[src/rtl/rtype_decode_rf_pkg.sv]
// Shared constants for the R-type decode/operand-fetch stage: opcode/funct fields,
// one-hot ALU enable ordering and the R-type decode helper.
package rtype_pkg;

    localparam int XLEN_DEF = 32;
    localparam int NUM_OPS  = 10;

    localparam logic [6:0] OPC_RTYPE = 7'b0110011;
    localparam logic [6:0] F7_BASE   = 7'b0000000;
    localparam logic [6:0] F7_ALT    = 7'b0100000;

    localparam logic [2:0] F3_ADD_SUB = 3'b000;
    localparam logic [2:0] F3_SLL     = 3'b001;
    localparam logic [2:0] F3_SLT     = 3'b010;
    localparam logic [2:0] F3_SLTU    = 3'b011;
    localparam logic [2:0] F3_XOR     = 3'b100;
    localparam logic [2:0] F3_SR      = 3'b101;
    localparam logic [2:0] F3_OR      = 3'b110;
    localparam logic [2:0] F3_AND     = 3'b111;

    // Bit positions of the one-hot enable vector, matching the ALU's port order.
    localparam int OP_ADD  = 0;
    localparam int OP_SUB  = 1;
    localparam int OP_OR   = 2;
    localparam int OP_XOR  = 3;
    localparam int OP_AND  = 4;
    localparam int OP_SLT  = 5;
    localparam int OP_SLTU = 6;
    localparam int OP_SLL  = 7;
    localparam int OP_SRL  = 8;
    localparam int OP_SRA  = 9;

    typedef logic [NUM_OPS-1:0] alu_en_t;

    // Returns all-zero for anything that is not a legal R-type instruction.
    function automatic alu_en_t decode_rtype(input logic [31:0] ins);
        alu_en_t en;
        en = '0;
        if (ins[6:0] == OPC_RTYPE) begin
            case ({ins[31:25], ins[14:12]})
                {F7_BASE, F3_ADD_SUB}: en[OP_ADD]  = 1'b1;
                {F7_ALT,  F3_ADD_SUB}: en[OP_SUB]  = 1'b1;
                {F7_BASE, F3_SLL}:     en[OP_SLL]  = 1'b1;
                {F7_BASE, F3_SLT}:     en[OP_SLT]  = 1'b1;
                {F7_BASE, F3_SLTU}:    en[OP_SLTU] = 1'b1;
                {F7_BASE, F3_XOR}:     en[OP_XOR]  = 1'b1;
                {F7_BASE, F3_SR}:      en[OP_SRL]  = 1'b1;
                {F7_ALT,  F3_SR}:      en[OP_SRA]  = 1'b1;
                {F7_BASE, F3_OR}:      en[OP_OR]   = 1'b1;
                {F7_BASE, F3_AND}:     en[OP_AND]  = 1'b1;
                default:               en          = '0;
            endcase
        end
        return en;
    endfunction

endpackage

[src/rtl/rtype_decode_rf_if.sv]
// Bundle between fetch, this decode stage, the ALU stage and writeback.
// Handshake: a transfer happens on any rising edge where valid & ready are both high;
// a producer holding valid keeps its payload stable until that edge, and ready may depend on valid.
interface rtype_decode_rf_if
    import rtype_pkg::*;
#(
    parameter int XLEN = XLEN_DEF
);
    logic            instr_valid;
    logic [31:0]     instr;
    logic            instr_ready;

    logic            ex_valid;
    logic            ex_ready;
    logic            Radd_en, Rsub_en, Ror_en, Rxor_en, Rand_en;
    logic            Rslt_en, Rsltu_en, Rsll_en, Rsrl_en, Rsra_en;
    logic [XLEN-1:0] read_data1;
    logic [XLEN-1:0] read_data2;
    logic [4:0]      ex_rd;
    logic            illegal;

    logic            wb_en;
    logic [4:0]      wb_rd;
    logic [XLEN-1:0] wb_data;

    modport slave (
        input  instr_valid, instr, ex_ready, wb_en, wb_rd, wb_data,
        output instr_ready, ex_valid,
               Radd_en, Rsub_en, Ror_en, Rxor_en, Rand_en,
               Rslt_en, Rsltu_en, Rsll_en, Rsrl_en, Rsra_en,
               read_data1, read_data2, ex_rd, illegal
    );

    modport master (
        output instr_valid, instr, ex_ready, wb_en, wb_rd, wb_data,
        input  instr_ready, ex_valid,
               Radd_en, Rsub_en, Ror_en, Rxor_en, Rand_en,
               Rslt_en, Rsltu_en, Rsll_en, Rsrl_en, Rsra_en,
               read_data1, read_data2, ex_rd, illegal
    );

endinterface

[src/rtl/rtype_decode_rf_regfile.sv]
// Architectural register file: two asynchronous read ports, one synchronous write port,
// x0 hardwired to zero, every entry cleared by the asynchronous reset.
module rtype_regfile #(
    parameter int XLEN  = 32,
    parameter int NREGS = 32,
    parameter int AW    = $clog2(NREGS)
) (
    input  logic            clk,
    input  logic            rst,
    input  logic            we_i,
    input  logic [AW-1:0]   waddr_i,
    input  logic [XLEN-1:0] wdata_i,
    input  logic [AW-1:0]   raddr1_i,
    input  logic [AW-1:0]   raddr2_i,
    output logic [XLEN-1:0] rdata1_o,
    output logic [XLEN-1:0] rdata2_o
);

    logic [XLEN-1:0] rf_q [NREGS];

    always_ff @(posedge clk or posedge rst) begin
        if (rst) begin
            for (int i = 0; i < NREGS; i++) begin
                rf_q[i] <= '0;
            end
        end else if (we_i && (waddr_i != '0)) begin
            rf_q[waddr_i] <= wdata_i;
        end
    end

    assign rdata1_o = (raddr1_i == '0) ? '0 : rf_q[raddr1_i];
    assign rdata2_o = (raddr2_i == '0) ? '0 : rf_q[raddr2_i];

endmodule

[src/rtl/rtype_decode_rf.sv]
// R-type decode / operand-fetch stage feeding the ALU. Build option RF_WB_BYPASS_EN forwards
// writeback data to the operands instead of interlocking on a dependence with the ex bundle.
module rtype_decode_rf
    import rtype_pkg::*;
#(
    parameter int XLEN  = XLEN_DEF,
    parameter int NREGS = 32
) (
    input logic               clk,
    input logic               rst,
    rtype_decode_rf_if.slave  bus
);

    localparam int AW = $clog2(NREGS);

    logic [4:0]      rs1, rs2;
    logic [XLEN-1:0] rf_rd1, rf_rd2;
    alu_en_t         en_d, en_q;
    logic            legal, shift_op, hazard_stall, accept, fire;
    logic [XLEN-1:0] op1_d, op2_raw, op2_d, rd1_q, rd2_q;
    logic [4:0]      ex_rd_d, ex_rd_q;
    logic            ex_valid_q, illegal_q;

    assign rs1 = bus.instr[19:15];
    assign rs2 = bus.instr[24:20];

    rtype_regfile #(.XLEN(XLEN), .NREGS(NREGS)) u_rf (
        .clk      (clk),
        .rst      (rst),
        .we_i     (bus.wb_en),
        .waddr_i  (bus.wb_rd[AW-1:0]),
        .wdata_i  (bus.wb_data),
        .raddr1_i (rs1[AW-1:0]),
        .raddr2_i (rs2[AW-1:0]),
        .rdata1_o (rf_rd1),
        .rdata2_o (rf_rd2)
    );

    assign en_d     = decode_rtype(bus.instr);
    assign legal    = |en_d;
    assign shift_op = en_d[OP_SLL] | en_d[OP_SRL] | en_d[OP_SRA];
    assign ex_rd_d  = legal ? bus.instr[11:7] : 5'd0;

`ifdef RF_WB_BYPASS_EN
    // Writeback lands in the same cycle the older bundle fires, so forward it straight in.
    always_comb begin
        op1_d        = rf_rd1;
        op2_raw      = rf_rd2;
        hazard_stall = 1'b0;
        if (legal && bus.wb_en && (bus.wb_rd != 5'd0)) begin
            if (bus.wb_rd == rs1) op1_d   = bus.wb_data;
            if (bus.wb_rd == rs2) op2_raw = bus.wb_data;
        end
    end
`else
    // Interlock for one cycle; by then writeback has updated the register file.
    always_comb begin
        op1_d        = rf_rd1;
        op2_raw      = rf_rd2;
        hazard_stall = ex_valid_q && (ex_rd_q != 5'd0) && legal &&
                       ((rs1 == ex_rd_q) || (rs2 == ex_rd_q));
    end
`endif

    assign op2_d = shift_op ? {{(XLEN-5){1'b0}}, op2_raw[4:0]} : op2_raw;

    assign bus.instr_ready = (!ex_valid_q || bus.ex_ready) && !hazard_stall;
    assign accept          = bus.instr_valid && bus.instr_ready;
    assign fire            = ex_valid_q && bus.ex_ready;

    always_ff @(posedge clk or posedge rst) begin
        if (rst) begin
            ex_valid_q <= 1'b0;
            en_q       <= '0;
            rd1_q      <= '0;
            rd2_q      <= '0;
            ex_rd_q    <= '0;
            illegal_q  <= 1'b0;
        end else if (accept) begin
            ex_valid_q <= 1'b1;
            en_q       <= en_d;
            rd1_q      <= op1_d;
            rd2_q      <= op2_d;
            ex_rd_q    <= ex_rd_d;
            illegal_q  <= !legal;
        end else if (fire) begin
            ex_valid_q <= 1'b0;
        end
    end

    assign bus.ex_valid   = ex_valid_q;
    assign bus.Radd_en    = en_q[OP_ADD];
    assign bus.Rsub_en    = en_q[OP_SUB];
    assign bus.Ror_en     = en_q[OP_OR];
    assign bus.Rxor_en    = en_q[OP_XOR];
    assign bus.Rand_en    = en_q[OP_AND];
    assign bus.Rslt_en    = en_q[OP_SLT];
    assign bus.Rsltu_en   = en_q[OP_SLTU];
    assign bus.Rsll_en    = en_q[OP_SLL];
    assign bus.Rsrl_en    = en_q[OP_SRL];
    assign bus.Rsra_en    = en_q[OP_SRA];
    assign bus.read_data1 = rd1_q;
    assign bus.read_data2 = rd2_q;
    assign bus.ex_rd      = ex_rd_q;
    assign bus.illegal    = illegal_q;

endmodule
[src/flat_wrapper.sv]
// flat-port wrapper written by rule: the top's interface ports become plain ports
module rtype_decode_rf_flat import rtype_pkg::*;
#(
    parameter int XLEN  = XLEN_DEF,
    parameter int NREGS = 32
)
  (clk, rst, bus_instr_valid, bus_instr, bus_ex_ready, bus_wb_en, bus_wb_rd, bus_wb_data, bus_instr_ready, bus_ex_valid, bus_Radd_en, bus_Rsub_en, bus_Ror_en, bus_Rxor_en, bus_Rand_en, bus_Rslt_en, bus_Rsltu_en, bus_Rsll_en, bus_Rsrl_en, bus_Rsra_en, bus_read_data1, bus_read_data2, bus_ex_rd, bus_illegal);
  rtype_decode_rf_if #(.XLEN(XLEN)) bus_i ();
  input logic clk;
  input logic rst;
  input wire logic [$bits(bus_i.instr_valid)-1:0] bus_instr_valid;
  input wire logic [$bits(bus_i.instr)-1:0] bus_instr;
  input wire logic [$bits(bus_i.ex_ready)-1:0] bus_ex_ready;
  input wire logic [$bits(bus_i.wb_en)-1:0] bus_wb_en;
  input wire logic [$bits(bus_i.wb_rd)-1:0] bus_wb_rd;
  input wire logic [$bits(bus_i.wb_data)-1:0] bus_wb_data;
  output wire logic [$bits(bus_i.instr_ready)-1:0] bus_instr_ready;
  output wire logic [$bits(bus_i.ex_valid)-1:0] bus_ex_valid;
  output wire logic [$bits(bus_i.Radd_en)-1:0] bus_Radd_en;
  output wire logic [$bits(bus_i.Rsub_en)-1:0] bus_Rsub_en;
  output wire logic [$bits(bus_i.Ror_en)-1:0] bus_Ror_en;
  output wire logic [$bits(bus_i.Rxor_en)-1:0] bus_Rxor_en;
  output wire logic [$bits(bus_i.Rand_en)-1:0] bus_Rand_en;
  output wire logic [$bits(bus_i.Rslt_en)-1:0] bus_Rslt_en;
  output wire logic [$bits(bus_i.Rsltu_en)-1:0] bus_Rsltu_en;
  output wire logic [$bits(bus_i.Rsll_en)-1:0] bus_Rsll_en;
  output wire logic [$bits(bus_i.Rsrl_en)-1:0] bus_Rsrl_en;
  output wire logic [$bits(bus_i.Rsra_en)-1:0] bus_Rsra_en;
  output wire logic [$bits(bus_i.read_data1)-1:0] bus_read_data1;
  output wire logic [$bits(bus_i.read_data2)-1:0] bus_read_data2;
  output wire logic [$bits(bus_i.ex_rd)-1:0] bus_ex_rd;
  output wire logic [$bits(bus_i.illegal)-1:0] bus_illegal;
  assign bus_i.instr_valid = bus_instr_valid;
  assign bus_i.instr = bus_instr;
  assign bus_i.ex_ready = bus_ex_ready;
  assign bus_i.wb_en = bus_wb_en;
  assign bus_i.wb_rd = bus_wb_rd;
  assign bus_i.wb_data = bus_wb_data;
  assign bus_instr_ready = bus_i.instr_ready;
  assign bus_ex_valid = bus_i.ex_valid;
  assign bus_Radd_en = bus_i.Radd_en;
  assign bus_Rsub_en = bus_i.Rsub_en;
  assign bus_Ror_en = bus_i.Ror_en;
  assign bus_Rxor_en = bus_i.Rxor_en;
  assign bus_Rand_en = bus_i.Rand_en;
  assign bus_Rslt_en = bus_i.Rslt_en;
  assign bus_Rsltu_en = bus_i.Rsltu_en;
  assign bus_Rsll_en = bus_i.Rsll_en;
  assign bus_Rsrl_en = bus_i.Rsrl_en;
  assign bus_Rsra_en = bus_i.Rsra_en;
  assign bus_read_data1 = bus_i.read_data1;
  assign bus_read_data2 = bus_i.read_data2;
  assign bus_ex_rd = bus_i.ex_rd;
  assign bus_illegal = bus_i.illegal;
  rtype_decode_rf #(.XLEN(XLEN), .NREGS(NREGS)) u_core (.clk(clk), .rst(rst), .bus(bus_i));
endmodule
[config.mk]
export PLATFORM = sky130hd
export DESIGN_NAME = rtype_decode_rf_flat
export DESIGN_NICKNAME = d
export VERILOG_FILES = /design/src/rtl/rtype_decode_rf_pkg.sv /design/src/rtl/rtype_decode_rf_if.sv /design/src/rtl/rtype_decode_rf_regfile.sv /design/src/rtl/rtype_decode_rf.sv /design/src/flat_wrapper.sv
export SDC_FILE = /design/constraint.sdc
export NUM_CORES = 2
export LEC_CHECK = 0
export CAP_MARGIN = 40
export CORE_MARGIN = 2
export CORE_UTILIZATION = 31
export CTS_CLUSTER_DIAMETER = 120
export DETAILED_ROUTE_END_ITERATION = 10
export PLACE_DENSITY = 0.49
export SLEW_MARGIN = 20
export SYNTH_ARGS = -nofsm -noshare
export SYNTH_HDL_FRONTEND = slang
export SYNTH_SLANG_ARGS = --single-unit
export TNS_END_PERCENT = 50
[constraint.sdc]
create_clock -name clk -period 61.3 [get_ports clk]
set_input_delay 12.26 -clock clk [delete_from_list [all_inputs] [get_ports clk]]
set_output_delay 12.26 -clock clk [all_outputs]
set_load 0.02 [all_outputs]
==> Word level (Yosys, flattened, before mapping) <==
Index checks and enable logic that the tools add are counted.
{ "op_classes": {"mux": 26, "magnitude_cmp": 4, "bitwise_logic": 5, "n_reduce_logical": 20, "eq_ne": 12} }
{ "ops": {"columns": ["operator", "count"], "rows": [
  ["$bwmux 1024", 1],
  ["$bmux 32 s5", 2],
  ["$mux 32", 8],
  ["$demux 32 s5", 1],
  ["$eq 10x3->1 const B", 4],
  ["$eq 10x2->1 const B", 2],
  ["$eq 10x9->1 const B", 2],
  ["$ge 6x6->1 const B", 3],
  ["$not 5->6", 3],
  ["$mux 1", 12],
  ["$eq 10x1->1 const B", 1],
  ["$eq 5x5->1", 2],
  ["$logic_not 10->1", 1],
  ["$logic_not 5->1", 2],
  ["$mux 10", 1],
  ["$reduce_bool 5->1", 2],
  ["$reduce_or 10->1", 1],
  ["$logic_and 1x1->1", 8],
  ["$eq 7x6->1 const B", 1],
  ["$lt 6x1->1 const B", 1],
  ["$mux 5", 1],
  ["$logic_not 1->1", 3],
  ["$logic_or 1x1->1", 2],
  ["$or 1x1->1", 2],
  ["$reduce_bool 2->1", 1]
]} }
{ "totals": {"inputBits": 74, "ff_bits": 1105, "wordCells": 105} }

==> Logic depth before layout (Yosys ltp) <==
{ "depth": {"depth_word": 10, "mapped_depth": 10, "mapped_depth_nobuf": 5} }

==> Modules after synthesis <==
Synthesis repeated with hierarchy kept, for this count alone.
{ "unflattened": {"hier_cells": 3949, "hier_area_um2": 57979.4} }
{ "modules_own_cells": {"columns": ["module", "area_each_um2", "seq_area_each_um2", "cells_each", "instances"], "rows": [
  ["rtype_regfile", 54512.3, 25624.6, 3717, 1],
  ["rtype_decode_rf", 3467.1, 2026.9, 232, 1]
]} }

==> Least setup slack after synthesis <==
OpenSTA, ideal clock, no wires.
{ "synth_timing": {"path_type": "input to output", "startpoint": "input port bus_instr[25]", "endpoint": "output port bus_instr_ready", "path_slack_ns": 35.245, "path_stages": 7, "arrival_ns": 13.795, "cell_sequence": "nor4_1 -> and4_1 -> nand2_1 -> nor3_1 -> clkbuf_1 -> clkbuf_1 -> a21oi_1"} }
{ "synth_between": {"elab_chain_len": 8} }
{ "synth_rtl": {"columns": ["element", "line", "rtl"], "rows": [
  ["start: declaration", "flat_wrapper.sv:12", "input wire logic [$bits(bus_i.instr)-1:0] bus_instr;"],
  ["$eq 10x9->1, or another cell as far along", "rtype_decode_rf_pkg.sv:40", "case ({ins[31:25], ins[14:12]})"],
  ["$mux 1", "rtype_decode_rf_pkg.sv:40", null],
  ["$mux 10 (*)", "rtype_decode_rf_pkg.sv:39", "if (ins[6:0] == OPC_RTYPE) begin"],
  ["$reduce_or 10->1 (*)", "rtype_decode_rf.sv:40", "assign legal = |en_d;"],
  ["$logic_and 1x1->1 (*) (2 in series)", "rtype_decode_rf.sv:60", "hazard_stall = ex_valid_q && (ex_rd_q != 5'd0) && legal &&"],
  ["$logic_not 1->1 (*)", "rtype_decode_rf.sv:67", "assign bus.instr_ready = (!ex_valid_q || bus.ex_ready) && !hazard_stall;"],
  ["$logic_and 1x1->1 (*)", "rtype_decode_rf.sv:67", null],
  ["end: declaration", "flat_wrapper.sv:17", "output wire logic [$bits(bus_i.instr_ready)-1:0] bus_instr_ready;"]
]} }
Every way passes the cells marked *; elsewhere a longest branch is shown, timed or not.

==> Worst setup path in the final report <==
{ "layout_timing": {"startpoint": "input port bus_instr[17]", "endpoint": "output port bus_instr_ready"} }
{ "layout_between": {"elab_chain_len": 5} }
{ "layout_rtl": {"columns": ["element", "line", "rtl"], "rows": [
  ["$eq 5x5->1", "rtype_decode_rf.sv:61", "((rs1 == ex_rd_q) || (rs2 == ex_rd_q));"],
  ["$logic_or 1x1->1", "rtype_decode_rf.sv:61", null],
  ["$logic_and 1x1->1", "rtype_decode_rf.sv:60", null],
  ["$logic_not 1->1", "rtype_decode_rf.sv:67", null],
  ["$logic_and 1x1->1", "rtype_decode_rf.sv:67", null]
]} }
Every way passes these cells.

==> qor.yml <==
outcome:
  status: "finished, final reports clean"
hold_path:
  holdPathStages: 0
  hold_class: "register to register"
clock_network:
  root_buffer: "clkbuf_16"
  cts_setup_buffers: 0
  cts_sinks: 1105
  cts_resized: 0
  hold_buffers: 0
  clk_path_buf_depth: 3
  numCtsBuffers: 132
  insertion_delay_ps: 770
  clk_transition_reported_paths_ps: 60
  cts_tree: "built"
  cts-htree-levels: 4
die:
  die_w_um: 436.1
  fp-row-count: 158
  pin_count: 156
  fp.dieH_um: 436.1
  core-area_mm2: 0.1854
  dieArea_mm2: 0.1902
  initial_core_util: 0.3121
layout:
  fill_cells: 17710
  final_cell_count_no_fill: 6442
  synthToLayoutAreaGrowth_pct: 16.80
  most-common-layout-cells: "1105 x dfrtp_1, 1071 x mux2_2, 448 x mux4_2, 316 x mux2i_1, 143 x clkbuf_16"
  final_area_mm2: 0.06759
  final_common_cell: "dfrtp_1"
  drive_above_1_share: 0.4893
  fin_nets: 3931
routing:
  vias_per_cell: 5.554
  ant_nets: 0
  drtIter0Drc: 2345
  totalWireLength_mm: 200.4
  drc: 0
  num_vias: 35780
  dr.pass1.iters: 5
  wl_per_cell_um: 31.11
synthesis:
  syn_area_mm2: 0.05787
  synthCells: 3841
  async_flop_share: 1.000
  synth_largest_area_cell: "dfrtp_1"
  synth_top_area_frac: 0.4778
  ys_seq_area_frac: 0.4778
  ys_types: 51
  avgSynthCellArea_um2: 15.07
  synth_edf_count: 0
  synth.ff_latch_count: 1105
  syn_nets: 3915
  ys.flop_type: "dfrtp_1"
  yosys_warnings: 0
  ys_top_cells_by_area: "dfrtp_1 48%, mux2_2 21%, mux4_2 17%"
critical_path:
  required_ps: 49040
  end_kind: "output pin"
  reg2regPathDepth: 7
  crit_type: "input port to output pin"
  worst-path-max-fanout: 82
  startpoint_type: "input port"
  arrival_ps: 14410
power:
  p_total_uw: 2225
  powerDensity_mw_per_mm2: 32.91
  irDropWorstVdd_v: 0.00003179
  leakage_uw: 0.02906
grt:
  grt_pass1_vias: 37740
  grt_pass1_wl_mm: 290.7
  grt-ovfl-total: 0
  grt_start_max_net_pins: 152
  grt_use_total: 0.2104
  antenna_found_initial: 14
place:
  gp_congestion: 0.7613
  io_buffers: 155
  placed_area_mm2: 0.06309
  post-dp-hpwl_mm: 118.8
  placed_cells: 6199
sta:
  drv_slew: 0
  hold_ws_ps: 397.0
  tightest_slew_ps: 972.0
  fin_crit_sh: 0.4351
  min_period_ps: 26670
  max_slew_margin: 0.3520
  tns_ps: 0
  finalHoldViolations: 0
  fmax_mhz: 37.49
  grt_setup_unrepaired: "no"
  setup_viol: 0
  fin_worst_skew_ps: 21.32
run:
  drv_cap: 0
## registers in the layout, indices dropped and copies added (netlist names)
name	cells
u_core.bus.ex_valid	1
u_core.bus.illegal	1
u_core.en_q	10
u_core.bus.read_data1	32
u_core.u_rf.rf_q	1024
u_core.bus.read_data2	32
u_core.bus.ex_rd	5
## per-layer routing
metal	routed length, um	GRT usage
met3	7153	0.02865
met4	7075	0.07467
met5	22	0
met1	83990	0.2676
met2	102200	0.3651
## final timing paths
path	slack, ps	end	from
setup / recovery	34630	bus_instr_ready	bus_instr[17]
hold / removal	400	u_core.u_rf.rf_q[1020]	u_core.u_rf.rf_q[1020]
setup reg to reg	58350	u_core.bus.read_data2[4]	u_core.bus.ex_rd[0]
hold reg to reg	400	u_core.u_rf.rf_q[1020]	u_core.u_rf.rf_q[1020]
max in group asynchronous	46400	u_core.u_rf.rf_q[531]	rst
min in group asynchronous	11860	u_core.bus.read_data1[2]	rst
## cell type report
type                    instances  area [um2]  area share
multi-input cells            2238       28400      0.4202
inverters                      78       300.3    0.004443
clock inverters                25       212.7    0.003147
clock buffers                 209        4177     0.06179
repair buffers                302        3735     0.05525
well taps                    2480        3103     0.04591
diodes                          5       12.51   0.0001851
flip-flops and latches       1105       27650      0.4091
## synth_stat cells, types with 6 or more instances
cell / n
dfrtp_1: 1105
mux2_2: 1071
mux4_2: 448
mux2i_1: 316
clkbuf_1: 232
buf_2: 95
inv_1: 77
nand2_1: 72
buf_1: 68
a221o_1: 45
o221ai_1: 45
o22ai_1: 36
a21oi_1: 32
o32ai_1: 27
nor2_1: 25
buf_4: 19
o21ai_0: 15
xor2_1: 11
a221oi_1: 9
nor3_1: 9
a22oi_1: 7
and3_1: 7
a21boi_0: 6
## critical path, stage by stage
cell	delay (ps)
buf_8	680
xor2_1	200
nor2_1	60
a22oi_1	300
nor3_2	100
a21oi_1	140
clkdlybuf4s50_1	630
## logic make-up (layout without fill, tap and decap cells)
| logic type | after synthesis | count (layout) | synth area share |
|---|---|---|---|
| flops | 1105 | 1105 | 0.4778 |
| compound gates | 234 | 234 | 0.03148 |
| mux | 1842 | 1842 | 0.4400 |
| xor+xnor | 11 | 11 | 0.001665 |
| simple gates | 151 | 151 | 0.01252 |
| other cells | 0 | 5 | 0 |
| buf+inv | 498 | 614 | 0.03652 |
## power by group
| group | leakage (uW) | switching (uW) | total (uW) | internal (uW) |
|---|---|---|---|---|
| clock network | 0.00217 | 321 | 799 | 478 |
| registers | 0.0142 | 102 | 971 | 869 |
| logic | 0.0127 | 186 | 455 | 269 |
| total | 0.0291 | 609 | 2220 | 1620 |
## through the flow
stage / worst slack, ps / util
after floorplan: 17930 / -
after global placement: 34580 / 0.3324
after detailed placement: 34620 / 0.3402
after CTS: 34600 / 0.3639
after global routing: 34440 / 0.3645
final: 34630 / 0.3645
(Power assumes the default switching activity.)
